<file path="src/rtl/sap1_pkg.sv">
// Shared constants for the SAP-1 datapath: control-word bit positions,
// default widths, opcodes and a multi-driver detect helper.
package sap1_pkg;
    localparam int DW_DEF = 8;
    localparam int AW_DEF = 4;

    localparam int CE_B = 11;
    localparam int CO_B = 10;
    localparam int MI_B = 9;
    localparam int RO_B = 8;
    localparam int II_B = 7;
    localparam int IO_B = 6;
    localparam int AI_B = 5;
    localparam int AO_B = 4;
    localparam int SU_B = 3;
    localparam int EO_B = 2;
    localparam int BI_B = 1;
    localparam int OI_B = 0;

    localparam logic [3:0] LDA = 4'd0;
    localparam logic [3:0] ADD = 4'd1;
    localparam logic [3:0] SUB = 4'd2;
    localparam logic [3:0] OUT = 4'd14;
    localparam logic [3:0] HLT = 4'd15;

    // True when two or more bus drivers are enabled together.
    function automatic logic multi_hot(input logic [4:0] v);
        return (v & (v - 5'd1)) != 5'd0;
    endfunction
endpackage

</file>
<file path="src/rtl/sap1_datapath_if.sv">
// Controller/loader side of the SAP-1 datapath: control word, program port
// and the status returned for sequencing.
interface sap1_datapath_if #(
    parameter int DW = 8,
    parameter int AW = 4
);
    logic [11:0]   CTRL;
    logic          PROG_WE;
    logic [AW-1:0] PROG_ADDR;
    logic [DW-1:0] PROG_DATA;
    logic [3:0]    OPC;
    logic [DW-1:0] BUS;
    logic [DW-1:0] OUT_VAL;
    logic          OUT_VALID;
    logic          CF;
    logic          ZF;
    logic          BUS_ERR;

    modport master (
        output CTRL, PROG_WE, PROG_ADDR, PROG_DATA,
        input  OPC, BUS, OUT_VAL, OUT_VALID, CF, ZF, BUS_ERR
    );
    modport slave (
        input  CTRL, PROG_WE, PROG_ADDR, PROG_DATA,
        output OPC, BUS, OUT_VAL, OUT_VALID, CF, ZF, BUS_ERR
    );
endinterface

</file>
<file path="src/rtl/sap1_alu.sv">
// Combinational add/subtract; subtract is A + ~B + 1 so carry=1 means no borrow.
module sap1_alu #(
    parameter int DW = 8
) (
    input  logic [DW-1:0] i_a,
    input  logic [DW-1:0] i_b,
    input  logic          i_su,
    output logic [DW-1:0] o_res,
    output logic          o_carry,
    output logic          o_zero
);
    logic [DW:0]   w_sum;
    logic [DW-1:0] w_b;

    assign w_b     = i_su ? ~i_b : i_b;
    assign w_sum   = {1'b0, i_a} + {1'b0, w_b} + {{DW{1'b0}}, i_su};
    assign o_res   = w_sum[DW-1:0];
    assign o_carry = w_sum[DW];
    assign o_zero  = (w_sum[DW-1:0] == '0);
endmodule

</file>
<file path="src/rtl/sap1_datapath.sv">
// SAP-1 datapath: executes one 12-bit control word per rising edge over a
// shared bus and reports the current opcode back to the controller.
module sap1_datapath
    import sap1_pkg::*;
#(
    parameter int DW = DW_DEF,
    parameter int AW = AW_DEF
) (
    input logic            CLK,
    input logic            RST,
    sap1_datapath_if.slave dp
);
    logic [AW-1:0] r_pc;
    logic [AW-1:0] r_mar;
    logic [DW-1:0] r_ir;
    logic [DW-1:0] r_a;
    logic [DW-1:0] r_b;
    logic [DW-1:0] r_out;
    logic          r_out_valid;
    logic          r_cf;
    logic          r_zf;
    logic          r_bus_err;
    logic [DW-1:0] r_ram [2**AW];

    logic [11:0]   w_ctrl;
    logic [4:0]    w_drv;
    logic          w_multi;
    logic [DW-1:0] w_bus;
    logic [DW-1:0] w_alu;
    logic          w_carry;
    logic          w_zero;

    assign w_ctrl  = dp.CTRL;
    assign w_drv   = {w_ctrl[CO_B], w_ctrl[RO_B], w_ctrl[IO_B], w_ctrl[AO_B], w_ctrl[EO_B]};
    assign w_multi = multi_hot(w_drv);

    sap1_alu #(.DW(DW)) u_alu (
        .i_a     (r_a),
        .i_b     (r_b),
        .i_su    (w_ctrl[SU_B]),
        .o_res   (w_alu),
        .o_carry (w_carry),
        .o_zero  (w_zero)
    );

    // Contention forces the bus to zero rather than picking a winner.
    always_comb begin
        w_bus = '0;
        if (!w_multi) begin
            if (w_ctrl[CO_B])      w_bus = DW'(r_pc);
            else if (w_ctrl[RO_B]) w_bus = r_ram[r_mar];
            else if (w_ctrl[IO_B]) w_bus = DW'(r_ir[3:0]);
            else if (w_ctrl[AO_B]) w_bus = r_a;
            else if (w_ctrl[EO_B]) w_bus = w_alu;
        end
    end

    always_ff @(posedge CLK) begin
        if (!RST) begin
            r_pc        <= '0;
            r_mar       <= '0;
            r_ir        <= '0;
            r_a         <= '0;
            r_b         <= '0;
            r_out       <= '0;
            r_out_valid <= 1'b0;
            r_cf        <= 1'b0;
            r_zf        <= 1'b0;
            r_bus_err   <= 1'b0;
        end else begin
            if (w_ctrl[CE_B]) r_pc  <= r_pc + 1'b1;
            if (w_ctrl[MI_B]) r_mar <= w_bus[AW-1:0];
            if (w_ctrl[II_B]) r_ir  <= w_bus;
            if (w_ctrl[AI_B]) r_a   <= w_bus;
            if (w_ctrl[BI_B]) r_b   <= w_bus;
            if (w_ctrl[OI_B]) r_out <= w_bus;
            r_out_valid <= w_ctrl[OI_B];
            if (w_ctrl[EO_B] && w_ctrl[AI_B]) begin
                r_cf <= w_carry;
                r_zf <= w_zero;
            end
            if (w_multi) r_bus_err <= 1'b1;
        end
    end

    // Program memory survives reset; the loader port is always live.
    always_ff @(posedge CLK) begin
        if (dp.PROG_WE) r_ram[dp.PROG_ADDR] <= dp.PROG_DATA;
    end

    assign dp.OPC       = r_ir[DW-1 -: 4];
    assign dp.BUS       = w_bus;
    assign dp.OUT_VAL   = r_out;
    assign dp.OUT_VALID = r_out_valid;
    assign dp.CF        = r_cf;
    assign dp.ZF        = r_zf;
    assign dp.BUS_ERR   = r_bus_err;
endmodule
</file>
<file path="src/flat_wrapper.sv">
// flat-port wrapper written by rule: the top's interface ports become plain ports
module sap1_datapath_flat import sap1_pkg::*;
#(
    parameter int DW = DW_DEF,
    parameter int AW = AW_DEF
)
  (CLK, RST, dp_CTRL, dp_PROG_WE, dp_PROG_ADDR, dp_PROG_DATA, dp_OPC, dp_BUS, dp_OUT_VAL, dp_OUT_VALID, dp_CF, dp_ZF, dp_BUS_ERR);
  sap1_datapath_if #(.DW(DW), .AW(AW)) dp_i ();
  input logic CLK;
  input logic RST;
  input wire logic [$bits(dp_i.CTRL)-1:0] dp_CTRL;
  input wire logic [$bits(dp_i.PROG_WE)-1:0] dp_PROG_WE;
  input wire logic [$bits(dp_i.PROG_ADDR)-1:0] dp_PROG_ADDR;
  input wire logic [$bits(dp_i.PROG_DATA)-1:0] dp_PROG_DATA;
  output wire logic [$bits(dp_i.OPC)-1:0] dp_OPC;
  output wire logic [$bits(dp_i.BUS)-1:0] dp_BUS;
  output wire logic [$bits(dp_i.OUT_VAL)-1:0] dp_OUT_VAL;
  output wire logic [$bits(dp_i.OUT_VALID)-1:0] dp_OUT_VALID;
  output wire logic [$bits(dp_i.CF)-1:0] dp_CF;
  output wire logic [$bits(dp_i.ZF)-1:0] dp_ZF;
  output wire logic [$bits(dp_i.BUS_ERR)-1:0] dp_BUS_ERR;
  assign dp_i.CTRL = dp_CTRL;
  assign dp_i.PROG_WE = dp_PROG_WE;
  assign dp_i.PROG_ADDR = dp_PROG_ADDR;
  assign dp_i.PROG_DATA = dp_PROG_DATA;
  assign dp_OPC = dp_i.OPC;
  assign dp_BUS = dp_i.BUS;
  assign dp_OUT_VAL = dp_i.OUT_VAL;
  assign dp_OUT_VALID = dp_i.OUT_VALID;
  assign dp_CF = dp_i.CF;
  assign dp_ZF = dp_i.ZF;
  assign dp_BUS_ERR = dp_i.BUS_ERR;
  sap1_datapath #(.DW(DW), .AW(AW)) u_core (.CLK(CLK), .RST(RST), .dp(dp_i));
endmodule
</file>
<file path="config.mk">
export PLATFORM = sky130hd
export DESIGN_NAME = sap1_datapath_flat
export DESIGN_NICKNAME = d
export VERILOG_FILES = /design/src/rtl/sap1_pkg.sv /design/src/rtl/sap1_datapath_if.sv /design/src/rtl/sap1_alu.sv /design/src/rtl/sap1_datapath.sv /design/src/flat_wrapper.sv
export SDC_FILE = /design/constraint.sdc
export NUM_CORES = 1
export LEC_CHECK = 0
export ABC_CLOCK_PERIOD_IN_PS = 2700
export CORE_MARGIN = 2
export CORE_UTILIZATION = 53
export DETAILED_ROUTE_END_ITERATION = 6
export GPL_TIMING_DRIVEN = 0
export PLACE_DENSITY = 0.76
export SLEW_MARGIN = 0
export SYNTH_ARGS = -nofsm -noshare
export SYNTH_HDL_FRONTEND = slang
export SYNTH_SLANG_ARGS = --single-unit
</file>
<file path="constraint.sdc">
create_clock -name CLK -period 2.7 [get_ports CLK]
set_clock_uncertainty 0.05 [all_clocks]
set_input_delay 0.27 -clock CLK [delete_from_list [all_inputs] [get_ports CLK]]
set_output_delay 0.27 -clock CLK [all_outputs]
set_load 0.02 [all_outputs]
</file>
# == Word-level counts from Yosys, hierarchy flattened ==
# Memory sizes are Yosys's and may differ from the RTL's. A register that Yosys moved wholly into a read port is not among the register bits.
# Cells that the tools add are included.
# op_classes
n_reduce_logical,3
bitwise_logic,2
muxes,11
add_sub_neg,4
# ops
op,n
$mux 8,7
$add 8x8->9,1
$add 9x1->9,1
$logic_not 8->1,1
$mux 4,2
$not 8->8,1
$and 5x5->5,1
$reduce_bool 5->1,1
$sub 5x1->5 const B,1
$add 4x1->4 const B,1
$mux 1,2
$logic_and 1x1->1,1
# totals
inputBits,27
n_memories,1
mem_bits_rw,128
ff_bits,44
output_inout_bits,24
# memory_table
memory,depth,word_bits,rd,rd_ports_with_merged_regs,wr,line,rtl
u_core.r_ram,16,8,1,1,1,sap1_datapath.sv:23,logic [DW-1:0] r_ram [2**AW];

# == Logic depth before layout (Yosys ltp) ==
# Gate-level depths: netlist (run 1).
# depth
depth_word,12
depth_mapped,9
depth_no_buf,8

# == Hierarchy ==
# Synthesis (run 1) repeated with hierarchy kept, for this count alone.
# unflattened
hier_cells,533
hier_area_um2,7679.9
# modules_own_cells
module,area_per_inst_um2,cells_per_inst,n_inst
sap1_datapath,7247.0,477,1
sap1_alu,432.9,56,1

# == Worst setup path before layout (run 1) ==
# OpenSTA, ideal clock, no wires.
# synth_path
path_type,reg-to-output
from,register u_core.r_b[0]
to,output port dp_BUS[6]
stages_incl_launch_ff,9
path_buffers,0
arrival_time_ns,2.426
required_ns,2.380
slack_ns,-0.046
cell_sequence,dfxtp_1 -> mux2i_1 -> inv_1 -> fa_1 -> a211oi_2 -> or4b_2 -> a21oi_1 -> or4_4 -> and2_1
# synth_between
elab_chain_cells,10
# synth_lines
element,line,rtl
"start, declared",sap1_datapath.sv:17,logic [DW-1:0] r_b;
"start signal, assigned",sap1_datapath.sv:75,if (w_ctrl[BI_B]) r_b <= w_bus;
$not 8->8,sap1_alu.sv:15,assign w_b = i_su ? ~i_b : i_b;
$mux 8 (*),sap1_alu.sv:15,
$add 8x8->9 (*),sap1_alu.sv:16,"assign w_sum = {1'b0, i_a} + {1'b0, w_b} + {{DW{1'b0}}, i_su};"
$add 9x1->9 (*),sap1_alu.sv:16,
$mux 8 (*),sap1_datapath.sv:54,else if (w_ctrl[EO_B]) w_bus = w_alu;
$mux 8 (*),sap1_datapath.sv:53,else if (w_ctrl[AO_B]) w_bus = r_a;
$mux 8 (*),sap1_datapath.sv:52,else if (w_ctrl[IO_B]) w_bus = DW'(r_ir[3:0]);
$mux 8 (*),sap1_datapath.sv:51,else if (w_ctrl[RO_B]) w_bus = r_ram[r_mar];
$mux 8 (*),sap1_datapath.sv:50,if (w_ctrl[CO_B]) w_bus = DW'(r_pc);
$mux 8 (*),sap1_datapath.sv:49,if (!w_multi) begin
"end, declared",flat_wrapper.sv:16,output wire logic [$bits(dp_i.BUS)-1:0] dp_BUS;
# Mark *: on every way between the ends. The rest lies on a longest branch, timed or not.

# == Final worst setup path (run 1) ==
# Same ends and word-level chain as after synthesis.

==> impl_metrics.tcl, run 1 <==
set metrics [dict create \
    status "complete, but fails checks" \
    violations "setup timing" \
    hp-class "in -> reg" \
    drt-wirelength-per-cell_um 22.9 \
    drv_cap 0 \
    synth_largest_type_area_fraction 0.491 \
    h-tree-depth 4 \
    tritoncts "yes" \
    rsz0062_at_grt "yes" \
    core_sq_um 14500 \
    cp.required_ns 2.38 \
    cp_max_fo 2 \
    antenna_found_initial 0 \
    startpoint_type "flip-flop" \
    worst_slew_pin_slew_ns 1.21 \
    async_flop_share 0 \
    rows 44 \
    drtIter0Drc 569 \
    viasPerCell 6.22 \
    path_class "reg -> out" \
    hold_violations 0 \
    routed_wl_um 19800 \
    layout-drive-gt1-share 0.273 \
    clkLatencyLatePin_ns 0.43 \
    whs_ns 0.359 \
    post-place-ws_ns -0.725 \
    leakage_uw 0.00324 \
    vias 5386 \
    r2r_cells 9 \
    synth_cells 574 \
    grt_pass1_vias 5388 \
    antenna_cells 0 \
    dp.cells 807 \
    yosysSeqAreaShare 0.614 \
    setup_violations 8 \
    clk_pin_slew_ns 0.07 \
    die_area_sq_um 15800 \
    max-vdd-ir-drop_mv 0.464 \
    syn_area_sq_um 7830 \
    hold_depth 4 \
    synth_cell_types 75 \
    synth_area_leaders "edfxtp_1, dfxtp_1, mux4_2" \
    cp-end-kind "output pin" \
    clockBufferDepth 2 \
    cts-buffers-inserted 17 \
    fill_cells 1027 \
    p_per_area_nw_per_um2 610 \
    syn-num-nets 610 \
    start_util 0.540 \
    grt_max_degree 18 \
    finalSetupTns_ns -1.41 \
    ys_ff_latch 176 \
    clock.fmax_mhz 327 \
    syn2layout_area_growth_pct 23.7 \
    dr.pass1.iters 5 \
    num_io_pins 51 \
    grt_pass1_wl_um 30300 \
    grt_overflow_total 0 \
    fin_util 0.669 \
    period_needed_ns 3.06 \
    synth_edf_count 128 \
    die_h_um 126 \
    dp_hpwl_um 12800 \
    drc 0 \
    period_share 1.13 \
    cts_root_buffer "clkbuf_16" \
    arrival_ns 2.74 \
    avgSynthCellArea_sq_um 13.6 \
    synth_area_leader_cell "edfxtp_1" \
    worst_slack_ns -0.362 \
    die_w_um 126 \
    track_usage 0.256 \
    port_buffers 47 \
    fin_nets 705 \
    yosys_warnings 0 \
    postRouteAntennaNets 0 \
    final_cell_count_no_fill 866 \
    synth-main-ff-cell "edfxtp_1" \
    relSlewSlack 0.193 \
    gp_congestion 0.903 \
    maxSlewViolCount 0 \
    clock-sinks 176 \
]
-- kinds of logic (layout without fill, tap and decap cells) --
family | count (synthesis) | after routing | synth area share
xor+xnor | 14 | 14 | 0.0157
simple gates | 155 | 155 | 0.110
flops | 176 | 176 | 0.614
compound gates | 114 | 114 | 0.111
fa+ha+maj | 11 | 11 | 0.0182
mux | 53 | 53 | 0.0951
buf+inv | 51 | 159 | 0.0360
-- flip-flops by register name, summed over array words and instances (netlist names), named ones only --
| register | cells |
|---|---|
| u_core.dp.OUT_VALID | 1 |
| u_core.dp.CF | 1 |
| u_core.r_b | 8 |
| u_core.dp.BUS_ERR | 1 |
| u_core.r_ir | 8 |
| u_core.r_a | 8 |
| u_core.dp.OUT_VAL | 8 |
| u_core.r_mar | 4 |
| u_core.dp.ZF | 1 |
| u_core.r_pc | 4 |
| u_core.r_ram | 128 |
-- final timing paths --
| kind | startpoint | endpoint | slack [ns] |
|---|---|---|---|
| max | u_core.r_b[0] | dp_BUS[6] | -0.36 |
| min | dp_CTRL[8] | u_core.dp.BUS_ERR | 0.36 |
| max reg2reg | u_core.r_b[0] | u_core.dp.OUT_VAL[6] | 0.15 |
| min reg2reg | u_core.dp.BUS_ERR | u_core.dp.BUS_ERR | 0.40 |
-- cells in the final DEF, fill, tap and decap left out, drive strengths merged, types with 17 or more instances in the layout --
cell type,instances
clkdlybuf4s50,39
nand3,22
dfxtp,48
nand2,24
edfxtp,128
mux2i,26
o21ai,17
clkbuf,26
inv,18
nor2,38
buf,60
-- report_power, final --
| group | switching, uW | leakage [uW] | total, uW | internal [uW] |
|---|---|---|---|---|
| Clock | 1100 | 0.000277 | 2400 | 1290 |
| Combinational | 305 | 0.00142 | 528 | 223 |
| Sequential | 25.2 | 0.00155 | 2980 | 2950 |
-- critical path, stage by stage (launching register included) --
cell and delay (ns):
dfxtp_4 0.37, mux2i_4 0.24, inv_2 0.05, fa_2 0.37, a211oi_4 0.31, or4b_4 0.18
a21oi_2 0.04, or4_4 0.45, and2_4 0.18, buf_6 0.12
-- through the flow --
step / total power (uW) / area [sq um]
after floorplan: 3290 / 7830
after CTS: 5900 / 9560
after global placement: 3450 / 8530
after global routing: 6060 / 9680
after detailed placement: 3470 / 8570
final: 5900 / 9680
-- metal layers --
layer  global-route usage  share of wire  vias up
li1                     -              -     2437
met1                0.333           0.42     2700
met2                0.427           0.51      210
met5                    0              0        -
met3               0.0513          0.055       39
met4               0.0935          0.024        0
-- layout make-up --
type | count | area [sq um] | area share
tap | 184 | 230 | 0.0238
clock buffer | 17 | 425 | 0.0439
buffer | 32 | 259 | 0.0268
multi-input combinational | 347 | 3020 | 0.312
clock inverter | 15 | 154 | 0.0159
timing repair buffer | 77 | 713 | 0.0737
inverter | 18 | 67.6 | 0.00698
sequential | 176 | 4810 | 0.497
-- cells in the mapped netlist (8+ instances only) --
cell,instances
nor3_1,9
a211oi_1,9
edfxtp_1,128
mux4_2,16
mux2i_1,26
buf_4,8
a32o_1,9
buf_2,9
o22ai_1,12
o21ai_0,14
o211ai_1,11
nor2b_1,8
xor2_1,9
nand2b_1,10
inv_1,13
ha_1,8
a21oi_1,12
nand2_1,24
dfxtp_1,48
mux2_2,10
clkbuf_1,9
nor2_1,38
nand3_1,22
-- repair_timing --
item	CTS	global route
pin swaps	15	13
setup endpoints to repair	12	8
buffers inserted	22	6
hold buffers	0	0
gates cloned	0	0
resized for setup	95	21
Power figures use the tool's default switching activity.
==> run 2: changes to the inputs <==
--- a/config.mk
+++ b/config.mk
@@ -11,7 +11,7 @@
 export DETAILED_ROUTE_END_ITERATION = 6
 export GPL_TIMING_DRIVEN = 0
 export PLACE_DENSITY = 0.76
-export SLEW_MARGIN = 0
+export SLEW_MARGIN = 20
 export SYNTH_ARGS = -nofsm -noshare
 export SYNTH_HDL_FRONTEND = slang
 export SYNTH_SLANG_ARGS = --single-unit
==> constraint.sdc (replaced) <==
create_clock -name CLK -period 2.7 [get_ports CLK]
set_clock_uncertainty 0.05 [all_clocks]
set_input_delay 0.27 -clock CLK [delete_from_list [all_inputs] [get_ports CLK]]
set_output_delay 0.27 -clock CLK [all_outputs]
set_load 0.005 [all_outputs]
==> run 2 against run 1 <==
The run still ends with setup timing left; routed wire length rose by 3.7%; hold slack worse by 0.038 ns; non-clock buffer count rose by 20; critical endpoint unchanged; combinational power grew 2%; largest power group unchanged; maximum frequency is 4.2% lower; highest routed layer unchanged; design area increased by 2.4%; global-route usage rose by 1.0 points; sequential share of layout area fell by 1.1 points; via count grew 3.5%; register-to-register slack got worse by 0.25 ns; clock power rose by 6%; largest cell class unchanged.
==> impl_metrics.tcl, run 2 (same netlist as run 1, synthesis figures left out) <==
set metrics [dict create \
    viasPerCell 6.29 \
    cp_max_fo 5 \
    clock.fmax_mhz 313 \
    drc 0 \
    dpl_cell_area_sq_um 8580 \
    p_per_area_nw_per_um2 611 \
    violations "setup timing" \
    dp_hpwl_um 12900 \
    largest-register "u_core.r_ram" \
    clk_pin_slew_ns 0.07 \
    hp-class "in -> reg" \
    status "complete, but fails checks" \
    crit_family "simple AND/OR/NAND/NOR gates" \
    drv_cap 0 \
    cts-buffers-inserted 17 \
    arrival_ns 2.88 \
    grt_pass1_wl_um 31500 \
    start_util 0.540 \
    worst_slew_pin_slew_ns 1.15 \
    finalSetupTns_ns -2.57 \
    cp.required_ns 2.38 \
    drt-wirelength-per-cell_um 23.2 \
    track_usage 0.266 \
    whs_ns 0.321 \
    antenna_found_initial 0 \
    maxSlewViolCount 0 \
    rsz0062_at_grt "yes" \
    grt_max_degree 18 \
    final_cell_count_no_fill 886 \
    mostFrequentLayoutCell "edfxtp_1" \
    h-tree-depth 4 \
    worst_slack_ns -0.495 \
    gp_congestion 0.922 \
    path_class "reg -> out" \
    die_h_um 126 \
    hold_violations 0 \
    cts_root_buffer "clkbuf_16" \
    die_w_um 126 \
    relSlewSlack 0.234 \
    period_share 1.18 \
    tritoncts "yes" \
    cp-end-kind "output pin" \
    path_buf_inv 3 \
    max-vdd-ir-drop_mv 0.698 \
    grt_overflow_total 0 \
    num_io_pins 51 \
    routed_wl_um 20600 \
    antenna_cells 0 \
    fin_nets 725 \
    dr.pass1.iters 7 \
    post-place-ws_ns -0.680 \
    layout-drive-gt1-share 0.302 \
    clockBufferDepth 2 \
    port_buffers 47 \
    vias 5576 \
    fin_area_sq_um 9910 \
    path_cells "mux2i_4 > inv_2 > fa_2 > a211oi_4 > buf_4 > or4b_4 > a21oi_2 > or4_4 > and2_4 > buf_6" \
    die_area_sq_um 15800 \
    rows 44 \
    leakage_uw 0.00338 \
    dp.cells 809 \
    slowest_delay_ns 0.45 \
    postCtsHoldBufs 0 \
    setup_violations 18 \
    postRouteAntennaNets 0 \
    grt_pass1_vias 5658 \
    drtIter0Drc 746 \
    largest_reg_flops 128 \
    core_sq_um 14500 \
    layout_common_cells "edfxtp_1, buf_4, dfxtp_1" \
    period_needed_ns 3.20 \
    cp_slowest_cell "or4_4" \
    clock-sinks 176 \
    syn2layout_area_growth_pct 26.7 \
    clkLatencyLatePin_ns 0.45 \
    startpoint_type "flip-flop" \
]
==> run 2: cell count changes in the layout (fill, tap and decap cells not counted), sizes merged <==
cell and change:
buf +22, clkinv -1, bufinv +1, inv +1, clkdlybuf4s50 -1, clkinvlp -2
==> run 2: metrics by stage <==
step	power (uW)	utilization
after global placement	3440	0.589
after floorplan	3280	-
after global routing	6220	0.685
after CTS	6050	0.681
after detailed placement	3460	0.593
final	6060	0.685
==> run 2: metal layers <==
| metal | track usage | up-vias | routed length [um] |
|---|---|---|---|
| met1 | 0.336 | 2742 | 8030 |
| met5 | 0 | - | 0 |
| li1 | - | 2481 | - |
| met3 | 0.0650 | 54 | 1600 |
| met2 | 0.439 | 299 | 10300 |
| met4 | 0.112 | 0 | 662 |
==> run 2: final timing paths <==
path	from	to	slack, ns	cells after the start
setup / recovery	u_core.r_b[0]	dp_BUS[6]	-0.50	10
hold / removal	dp_CTRL[8]	u_core.dp.BUS_ERR	0.32	4
setup reg to reg	u_core.r_b[0]	u_core.dp.OUT_VAL[6]	-0.10	11
hold reg to reg	u_core.dp.BUS_ERR	u_core.dp.BUS_ERR	0.40	2
==> run 2: final cells by class <==
class / count / area [sq um]
Buffer: 31 / 253
Clock buffer: 18 / 429
Clock inverter: 14 / 176
Fill cell: 974 / 4570
Inverter: 18 / 67.6
Multi-Input combinational cell: 347 / 3050
Sequential cell: 176 / 4820
Tap cell: 184 / 230
Timing Repair Buffer: 98 / 891
==> run 2: worst register-to-register path: cells and delay by family (launching register included) <==
kind,cells,cell delay [ns]
and+or+nand+nor,2,0.56
AOI/OAI and AO/OA,3,0.52
muxes,1,0.25
buffers and inverters,4,0.52
adders and majority gates,1,0.39
DFF,1,0.40
==> run 2: what timing repair did <==
| item | CTS | global route |
|---|---|---|
| buffers inserted | 43 | 3 |
| pin swaps | 35 | 17 |
| setup endpoints to repair | 16 | 20 |
| gates resized for setup | 112 | 10 |
| gates cloned | 1 | 0 |
==> run 2: power breakdown <==
group / total, uW / internal, uW / switching (uW)
registers: 2980 / 2950 / 27.6
logic: 541 / 238 / 303
clock network: 2540 / 1400 / 1140
total: 6060 / 4590 / 1470
